File: config.mk
export PLATFORM = sky130hd
export DESIGN_NAME = recompositor_division
export DESIGN_NICKNAME = d
export VERILOG_FILES = /design/src/rtl/recompositor_division.sv
export SDC_FILE = /design/constraint.sdc
export NUM_CORES = 1
export LEC_CHECK = 0
export CORE_MARGIN = 3
export CORE_UTILIZATION = 55
export CTS_BUF_LIST = sky130_fd_sc_hd__clkbuf_2
export CTS_CLUSTER_SIZE = 25
export DETAILED_ROUTE_END_ITERATION = 12
export HOLD_SLACK_MARGIN = 0.15
export PLACE_DENSITY = 0.77
export SYNTH_ARGS = -nofsm -noshare
export SYNTH_HDL_FRONTEND = slang
export SYNTH_SLANG_ARGS = --single-unit
File: constraint.sdc
create_clock -name clk -period 12.1 [get_ports clk]
set_input_delay 2.42 -clock clk [delete_from_list [all_inputs] [get_ports clk]]
set_output_delay 2.42 -clock clk [all_outputs]
set_load 0.03 [all_outputs]
File: src/rtl/recompositor_division.sv
// Recompositor: NUM = COC*DEN + RES (inverse of the signed divider), one shift-add step per clock.
// Optional overflow detection is built when RECOMPOSITOR_OVF_DETECT_EN is defined; otherwise ovf is tied to 0.
module recompositor_division #(
    parameter int tamanyo = 32
) (
    input  logic               clk,
    input  logic               rst,
    input  logic               start,
    input  logic [tamanyo-1:0] coc,
    input  logic [tamanyo-1:0] den,
    input  logic [tamanyo-1:0] res,
    output logic [tamanyo-1:0] num,
    output logic               done,
    output logic               ovf
);

    localparam int CW = (tamanyo > 1) ? $clog2(tamanyo) : 1;
    localparam logic [CW-1:0] LAST = CW'(tamanyo - 1);
    localparam logic [tamanyo-1:0] ONE_W = tamanyo'(1);

    typedef enum logic [2:0] {IDLE, CARGA, ITERA, SUMA, FIN} state_t;

    state_t                 state_reg, state_next;
    logic [tamanyo-1:0]     coc_reg, coc_next;
    logic [tamanyo-1:0]     den_reg, den_next;
    logic [tamanyo-1:0]     res_reg, res_next;
    logic [2*tamanyo-1:0]   mcand_reg, mcand_next;
    logic [tamanyo-1:0]     mplier_reg, mplier_next;
    logic [2*tamanyo-1:0]   acc_reg, acc_next;
    logic                   sign_reg, sign_next;
    logic [CW-1:0]          cnt_reg, cnt_next;
    logic [tamanyo-1:0]     num_reg, num_next;
    logic                   done_reg, done_next;

    logic [tamanyo-1:0]     coc_mag, den_mag;
    logic [tamanyo-1:0]     sum_w;

    // Magnitude of the most-negative value is 2^(tamanyo-1), which still fits unsigned.
    assign coc_mag = coc_reg[tamanyo-1] ? (~coc_reg + ONE_W) : coc_reg;
    assign den_mag = den_reg[tamanyo-1] ? (~den_reg + ONE_W) : den_reg;

`ifdef RECOMPOSITOR_OVF_DETECT_EN
    logic [2*tamanyo:0]     prod_ext, prod_s, sum_full;
    logic [tamanyo+1:0]     sum_hi;
    logic                   ovf_reg, ovf_next, ovf_calc;

    assign prod_ext = {1'b0, acc_reg};
    assign prod_s   = sign_reg ? (~prod_ext + (2*tamanyo+1)'(1)) : prod_ext;
    assign sum_full = prod_s + {{(tamanyo+1){res_reg[tamanyo-1]}}, res_reg};
    assign sum_w    = sum_full[tamanyo-1:0];
    // In range only when every bit from the result msb upward is a copy of the sign.
    assign sum_hi   = sum_full[2*tamanyo:tamanyo-1];
    assign ovf_calc = !((&sum_hi) || !(|sum_hi));

    always_comb begin
        ovf_next = ovf_reg;
        if (state_reg == SUMA) begin
            ovf_next = ovf_calc;
        end
    end

    always_ff @(posedge clk or posedge rst) begin
        if (rst) begin
            ovf_reg <= 1'b0;
        end else begin
            ovf_reg <= ovf_next;
        end
    end

    assign ovf = ovf_reg;
`else
    logic [tamanyo-1:0]     low_prod;

    // Only the low bits of the signed product matter for the wrapped result.
    assign low_prod = sign_reg ? (~acc_reg[tamanyo-1:0] + ONE_W) : acc_reg[tamanyo-1:0];
    assign sum_w    = low_prod + res_reg;
    assign ovf      = 1'b0;
`endif

    always_comb begin
        state_next  = state_reg;
        coc_next    = coc_reg;
        den_next    = den_reg;
        res_next    = res_reg;
        mcand_next  = mcand_reg;
        mplier_next = mplier_reg;
        acc_next    = acc_reg;
        sign_next   = sign_reg;
        cnt_next    = cnt_reg;
        num_next    = num_reg;
        done_next   = 1'b0;

        case (state_reg)
            IDLE: begin
                if (start) begin
                    coc_next   = coc;
                    den_next   = den;
                    res_next   = res;
                    state_next = CARGA;
                end
            end
            CARGA: begin
                mcand_next  = {{tamanyo{1'b0}}, coc_mag};
                mplier_next = den_mag;
                sign_next   = coc_reg[tamanyo-1] ^ den_reg[tamanyo-1];
                acc_next    = '0;
                cnt_next    = '0;
                state_next  = ITERA;
            end
            ITERA: begin
                if (mplier_reg[0]) begin
                    acc_next = acc_reg + mcand_reg;
                end
                mcand_next  = mcand_reg << 1;
                mplier_next = mplier_reg >> 1;
                cnt_next    = cnt_reg + CW'(1);
                if (cnt_reg == LAST) begin
                    state_next = SUMA;
                end
            end
            SUMA: begin
                num_next   = sum_w;
                done_next  = 1'b1;
                state_next = FIN;
            end
            FIN: begin
                state_next = IDLE;
            end
            default: begin
                state_next = IDLE;
            end
        endcase
    end

    always_ff @(posedge clk or posedge rst) begin
        if (rst) begin
            state_reg  <= IDLE;
            coc_reg    <= '0;
            den_reg    <= '0;
            res_reg    <= '0;
            mcand_reg  <= '0;
            mplier_reg <= '0;
            acc_reg    <= '0;
            sign_reg   <= 1'b0;
            cnt_reg    <= '0;
            num_reg    <= '0;
            done_reg   <= 1'b0;
        end else begin
            state_reg  <= state_next;
            coc_reg    <= coc_next;
            den_reg    <= den_next;
            res_reg    <= res_next;
            mcand_reg  <= mcand_next;
            mplier_reg <= mplier_next;
            acc_reg    <= acc_next;
            sign_reg   <= sign_next;
            cnt_reg    <= cnt_next;
            num_reg    <= num_next;
            done_reg   <= done_next;
        end
    end

    assign num  = num_reg;
    assign done = done_reg;

endmodule

==> flow_summary_export.csv, run 1 <==
group,metric,value,unit
sta,rsz0062_at_grt,"false",
pwr,total_power,4831,uW
grt,grt_max_degree,106,
yosys,synth_warnings,0,
pwr,pwr-share-clk,10.3,%
setup_path,arrival,5.50,ns
grt,antenna_found_initial,1,
clocking,cts_buffer_depth,3,
yosys,ys_seq_area_share,42.42,%
grt,grt_pass1_vias,10490,
setup_path,worst-path-max-fanout,7,
setup_path,crit_path_cell_trace,"or4_4 -> nor4_4 -> nand2b_1 -> or3_1 -> or3_1 -> or2_1 -> o21ai_0 -> xnor2_1 -> ha_1 -> a21o_1 -> a21o_1 -> a21oi_1 -> o21a_1 -> nor2_1 -> a21oi_1 -> o21ai_0 -> a311o_1 -> o211ai_1",
grt,gr-total-overflow,0,
yosys,synth_area_leaders,"dfrtp_1, mux2_2, ha_1",
sta,setup_tns,0,ns
layout,multiInputGateArea,7587,sq um
setup_path,crit_path_end,"num[31]$_DFFE_PP0P_",
drt,ant_nets,0,
setup_path,max_stage_delay,0.60,ns
clocking,cts_inserted_buffers,59,
floorplan,start_util,56.43,%
clocking,ctsRootBufferMaster,"clkbuf_2",
floorplan,die_h,164.4,um
sta,period_needed,4.705,ns
floorplan,core_area,24460,sq um
sta,worstMarginPinSlew,0.9633,ns
pwr,ir_drop,0.1199,mV
setup_path,cp-startpoint,"acc_reg[3]$_DFFE_PP0P_",
yosys,synth.avg_cell_area,9.923,sq um
yosys,synthArstFlopShare,100.0,%
setup_path,cp-start-kind,"flip-flop",
clocking,worst_skew_pair.late_latency,0.91,ns
clocking,post_cts_buffers,0,
setup_path,reg2regPathDepth,18,
drt,vias,10910,
pwr,swShare,46.10,%
sta,finalMaxSlewViolations,0,
floorplan,die-area,27030,sq um
layout,syn_to_final_growth,14.68,%
yosys,synth_edf_count,0,
clocking,clk_pin_slew_worst_paths,0.10,ns
setup_path,required,12.90,ns
drt,wl_per_cell,16.05,um
yosys,yosysMostFrequentCell,"dfrtp_1",
sta,fin_worst_skew,0.09826,ns
grt,grt_usage,22.44,%
yosys,syn_inst,1391,
setup_path,r2r_slack,7.40,ns
pwr,leakage,0.006989,uW
pwr,switchingPower,2227,uW
sta,hold_ws,0.4575,ns
placed_design,dp_hpwl,22010,um
drt,firstDrtPassIters,5,
sta,min_period_over_period,38.88,%
setup_path,r2r-end,"num[31]$_DFFE_PP0P_",
grt,grt_pass1_wl,50460,um
drt,drc,0,
floorplan,row_count,57,
yosys,synth.top_cell.area_share,42.42,%
clocking,cts-resized-gates,0,
setup_path,crit_slowest_cell,"or4_4",
sta,clock.fmax,0.2125,GHz
yosys,ys_types,67,
outcome,status,"complete, no violations",
clocking,hold_buffers,0,
placed_design,placed_cells,1783,
job,cap_violations,0,
yosys,ys_ff_latch,234,
layout,register_area,5856,sq um
placed_design,place.gp.congestion,0.8978,
sta,slew_headroom,35.78,%
yosys,yosysTopAreaCell,"dfrtp_1",
setup_path,rr_startpoint,"acc_reg[3]$_DFFE_PP0P_",
setup_path,crit_type,"reg -> reg",
yosys,syn-cell-area,13800,sq um
clocking,cts_sinks,234,
clocking,htreeDepth,2,
floorplan,die_w,164.4,um
layout,fillCellCount,2001,
pwr,seqPwrFrac,31.6,%
drt,viasPerCell,5.797,
layout,final_cells,1881,
pwr,powerDensity,305.2,nW/um^2
floorplan,pin_count,133,
clocking,cts_tree,"done",
pwr,power_frac_comb,58.1,%
sta,setup-violations-final,0,
drt,drtIter0Drc,630,
placed_design,port_buffers,131,
yosys,synth_commonest_cells,"dfrtp_1, o21ai_0, nand2_1",
layout,drive_above_1_share,13.30,%
yosys,synth_nets,1561,
setup_path,end_kind,"flip-flop",
layout,nNetsFinal,1690,
pwr,intPower,2604,uW
drt,wl,30190,um
yosys,synthFlopType,"dfrtp_1",
sta,hold_violations,0,
hold_path,hp-class,"reg -> reg",
[worst min path at each step]
stage	start	endpoint	slack (ns)	cells past startpoint
after floorplan	mplier_reg[31]$_DFFE_PP0P_	mplier_reg[31]$_DFFE_PP0P_	0.44	2
after global placement	num[1]$_DFFE_PP0P_	num[1]$_DFFE_PP0P_	0.46	2
after detailed placement	num[1]$_DFFE_PP0P_	num[1]$_DFFE_PP0P_	0.46	2
after CTS	mplier_reg[26]$_DFFE_PP0P_	mplier_reg[25]$_DFFE_PP0P_	0.45	2
after global routing	mplier_reg[26]$_DFFE_PP0P_	mplier_reg[25]$_DFFE_PP0P_	0.51	2
final	mplier_reg[26]$_DFFE_PP0P_	mplier_reg[25]$_DFFE_PP0P_	0.46	2
[metrics by stage]
step,util [%],instance area (sq um),setup WS [ns]
floorplan,-,13800,3.262
global placement,62.71,15340,7.428
detailed placement,62.71,15340,7.347
CTS,64.70,15830,7.416
global route,64.71,15830,6.982
finish,64.71,15830,7.395
[critical path, delay by kind of cell, from the launching register on]
kind,cells,cell delay (ns)
AOI/OAI and AO/OA,9,1.84
xor gates and xnor gates,1,0.15
adders and majority gates,1,0.33
DFF,1,0.47
and+or+nand+nor,7,1.89
[area by class of cell]
cell class | count | area share, %
Clock buffer | 83 | 2.624
Clock inverter | 14 | 0.4506
Multi-Input combinational cell | 1058 | 47.93
Sequential cell | 234 | 36.99
Tap cell | 324 | 2.561
Timing Repair Buffer | 141 | 8.758
Inverter | 26 | 0.6640
Antenna cell | 1 | 0.01581
[cell usage in the layout (no fill, tap or decap), types with 12 or more instances in the layout]
cell               n
dfrtp_1          234
o21ai_0          171
clkdlybuf4s50_1  131
nand2_1          112
mux2_2            93
clkbuf_2          83
xor2_1            72
ha_1              69
xnor2_1           68
a22oi_1           58
a21oi_1           48
nor2_1            44
nand3_1           44
o31ai_1           41
a21o_1            38
inv_1             24
nor3_1            16
or3_1             16
a211oi_1          12
[power by group through the flow]
stage	Combinational, uW	Clock (uW)	Sequential [uW]
after CTS	2800	525	1520
after detailed placement	2790	0	1540
final	2800	500	1530
after global placement	2730	0	1520
after floorplan	2170	0	1480
after global routing	3150	560	1580
[cells by family after synthesis]
group / Yosys count / share of synthesized area, %
AND/OR/NAND/NOR: 307 / 11.00
multiplexers: 99 / 8.022
other: 1 / 0.02717
adder cells (fa/ha/maj): 71 / 6.545
flip-flops: 234 / 42.42
buffers and inverters: 99 / 2.719
AO/OA/AOI/OAI: 440 / 20.38
XOR/XNOR: 140 / 8.883
[routing by layer]
layer	track usage [%]	wire length, um
met1	32.32	14810
met2	34.89	13270
met3	3.762	1525
met4	7.091	591
met5	0	0
Power figures use the tool's default switching activity.
==> run 2, diff against run 1 <==
--- a/config.mk
+++ b/config.mk
@@ -6,12 +6,12 @@
 export NUM_CORES = 1
 export LEC_CHECK = 0
 export CORE_MARGIN = 3
-export CORE_UTILIZATION = 55
+export CORE_UTILIZATION = 54
 export CTS_BUF_LIST = sky130_fd_sc_hd__clkbuf_2
 export CTS_CLUSTER_SIZE = 25
 export DETAILED_ROUTE_END_ITERATION = 12
 export HOLD_SLACK_MARGIN = 0.15
-export PLACE_DENSITY = 0.77
+export PLACE_DENSITY = 0.79
 export SYNTH_ARGS = -nofsm -noshare
 export SYNTH_HDL_FRONTEND = slang
 export SYNTH_SLANG_ARGS = --single-unit
==> constraint.sdc (replaced) <==
create_clock -name clk -period 4 [get_ports clk]
set_input_delay 0.8 -clock clk [delete_from_list [all_inputs] [get_ports clk]]
set_output_delay 0.8 -clock clk [all_outputs]
set_load 0.03 [all_outputs]
==> run 2 against run 1 <==
Effect of this change:
- the flow now finishes with violations (setup timing)
- core utilization rose by 1.7 points
- combinational power rose to 3.4 times the previous value
- sequential power rose to 3.0 times the previous value
- maximum frequency rose by 7.9%
- total power rose to 3.2 times the previous value
- final area rose by 3.8%
- worst setup slack got worse by 7.8 ns
- clock skew fell by 0.020 ns
- sequential share of layout area fell by 1.4 points
- global-route usage rose by 0.36 points
- clock-buffer cell count rose by 2
- critical path type unchanged
==> flow_summary_export.csv, run 2 (synthesis results as in run 1) <==
group,metric,value,unit
drt,ant_nets,0,
setup_path,end_kind,"flip-flop",
floorplan,core_area,24750,sq um
sta,period_needed,4.359,ns
setup_path,crit_type,"reg -> reg",
pwr,powerDensity,953.0,nW/um^2
sta,rsz0062_at_grt,"true",
grt,gr-total-overflow,0,
floorplan,pin_count,133,
layout,multiInputGateArea,7665,sq um
layout,nNetsFinal,1754,
sta,fin_worst_skew,0.07866,ns
grt,antenna_found_initial,1,
layout,fillCellCount,2008,
layout,drive_above_1_share,17.96,%
layout,final_cell_mix,"dfrtp_1, o21ai_0, clkdlybuf4s50_1",
clocking,cts_inserted_buffers,59,
placed_design,placed_cell_area,15870,sq um
setup_path,reg2regPathDepth,19,
floorplan,row_count,57,
placed_design,port_buffers,131,
outcome,violations,"setup timing",
placed_design,placed_cells,1842,
floorplan,die_h,165.9,um
sta,hold_violations,0,
clocking,hold_buffers,0,
drt,viasPerCell,5.785,
setup_path,rr_startpoint,"acc_reg[6]$_DFFE_PP0P_",
drt,drtIter0Drc,601,
drt,drc,0,
setup_path,cp-start-kind,"flip-flop",
clocking,htreeDepth,2,
clocking,clk_pin_slew_worst_paths,0.12,ns
sta,min_period_over_period,109.0,%
clocking,worst_skew_pair.late_latency,0.90,ns
hold_path,hp-class,"in -> async",
pwr,leakage,0.007338,uW
layout,design_area,16440,sq um
grt,grt_usage,22.80,%
sta,slew_headroom,39.78,%
setup_path,arrival,5.16,ns
layout,final_cells,1940,
sta,setup-violations-final,10,
job,cap_violations,0,
floorplan,die-area,27520,sq um
grt,grt_max_degree,70,
floorplan,die_w,165.9,um
clocking,cts_buffer_depth,3,
sta,finalMaxSlewViolations,0,
placed_design,dp_hpwl,23640,um
sta,setup_ws,-0.3587,ns
sta,worstMarginPinSlew,0.9032,ns
placed_design,place.gp.congestion,0.8739,
setup_path,required,4.80,ns
placed_design,place_ws,-0.3663,ns
sta,setup_tns,-2.314,ns
grt,grt_pass1_wl,53720,um
drt,vias,11220,
layout,syn_to_final_growth,19.07,%
clocking,ctsRootBufferMaster,"clkbuf_2",
floorplan,start_util,55.78,%
clocking,cts_sinks,234,
layout,register_area,5856,sq um
drt,wl_per_cell,16.31,um
setup_path,r2r_slack,-0.36,ns
pwr,ir_drop,0.4337,mV
outcome,status,"finished, violations left",
grt,grt_pass1_vias,10980,
setup_path,r2r-end,"num[30]$_DFFE_PP0P_",
layout,layout_commonest_cell,"dfrtp_1",
setup_path,worst-path-max-fanout,3,
drt,firstDrtPassIters,5,
drt,wl,31630,um
sta,clock.fmax,0.2294,GHz
clocking,cts_tree,"done",
==> run 2: changes by cell type in the layout (fill, tap and decap cells not counted), moves of 5 or more <==
cell / before / now
a21oi_1: 48 / 43
a21oi_2: 0 / 5
buf_4: 10 / 67
o21ai_1: 3 / 9
clkinv_1: 9 / 3
o21ai_0: 171 / 164
buf_12: 0 / 5
==> run 2: final cells by class <==
class,count,share of cell area (%)
timing repair buffer,205,11.78
multi-input combinational,1058,46.64
inverter,26,0.6166
tap,324,2.466
antenna,1,0.01523
sequential,234,35.63
clock buffer,85,2.588
clock inverter,7,0.2664
==> run 2: routing by layer <==
layer	part of all wire, %	vias up	routed length (um)	GRT usage (%)
li1	-	5545	-	-
met1	49	5357	15640	33.46
met2	44	269	13920	35.41
met3	4.6	52	1449	3.499
met4	2.0	0	624	6.510
met5	0	-	0	0
==> run 2: through the flow <==
stage	power [uW]	utilization, %	hold WS [ns]
2_1_floorplan	11130	-	0.4436
3_3_place_gp	13640	64.12	0.4621
3_5_place_dp	13940	64.12	0.4700
4_1_cts	15650	66.30	0.3139
5_1_grt	17110	66.41	0.3513
6_report	15660	66.41	0.3811
==> run 2: timing repair <==
item | CTS | global route
endpoints found under the setup margin | 12 | 16
setup buffers | 4 | 1
pin swaps | 7 | 5
resized for setup | 13 | 6
endpoints found under the hold margin | 0 | 0
==> run 2: power breakdown <==
part | leakage [uW] | internal, uW | switching (uW)
combinational | 0.00406 | 4620 | 4980
sequential | 0.00290 | 3440 | 1130
clock | 0.000377 | 568 | 929
==> run 2: worst max-delay path by stage <==
stage	from	slack, ns	endpoint
floorplan	acc_reg[4]$_DFFE_PP0P_	-0.29	num[27]$_DFFE_PP0P_
global placement	acc_reg[6]$_DFFE_PP0P_	-0.31	num[30]$_DFFE_PP0P_
detailed placement	acc_reg[6]$_DFFE_PP0P_	-0.37	num[30]$_DFFE_PP0P_
CTS	acc_reg[6]$_DFFE_PP0P_	-0.37	num[27]$_DFFE_PP0P_
global route	acc_reg[6]$_DFFE_PP0P_	-0.63	num[30]$_DFFE_PP0P_
finish	acc_reg[6]$_DFFE_PP0P_	-0.36	num[30]$_DFFE_PP0P_
==> run 2: worst max-delay path, cell delays in order (launching register included) <==
cell and delay (ns):
dfrtp_1 0.39, or4_4 0.56, nor4_4 0.16, nand2b_1 0.10, or3_1 0.33, or3_4 0.38
or2_4 0.24, buf_6 0.12, nand2b_4 0.15, o31ai_4 0.17, xnor2_1 0.15, ha_1 0.27
a21o_1 0.17, a21o_1 0.19, a21oi_2 0.16, o21bai_1 0.07, a21oi_1 0.14, o31ai_1 0.09
or4_1 0.40, nand3_1 0.09
==> run 3, diff against run 2 <==
--- a/config.mk
+++ b/config.mk
@@ -10,6 +10,7 @@
 export CTS_BUF_LIST = sky130_fd_sc_hd__clkbuf_2
 export CTS_CLUSTER_SIZE = 25
 export DETAILED_ROUTE_END_ITERATION = 12
+export GPL_ROUTABILITY_DRIVEN = 1
 export HOLD_SLACK_MARGIN = 0.15
 export PLACE_DENSITY = 0.79
 export SYNTH_ARGS = -nofsm -noshare
==> results of run 3 <==
Final layout, timing and power as in run 2 (identical DEF).
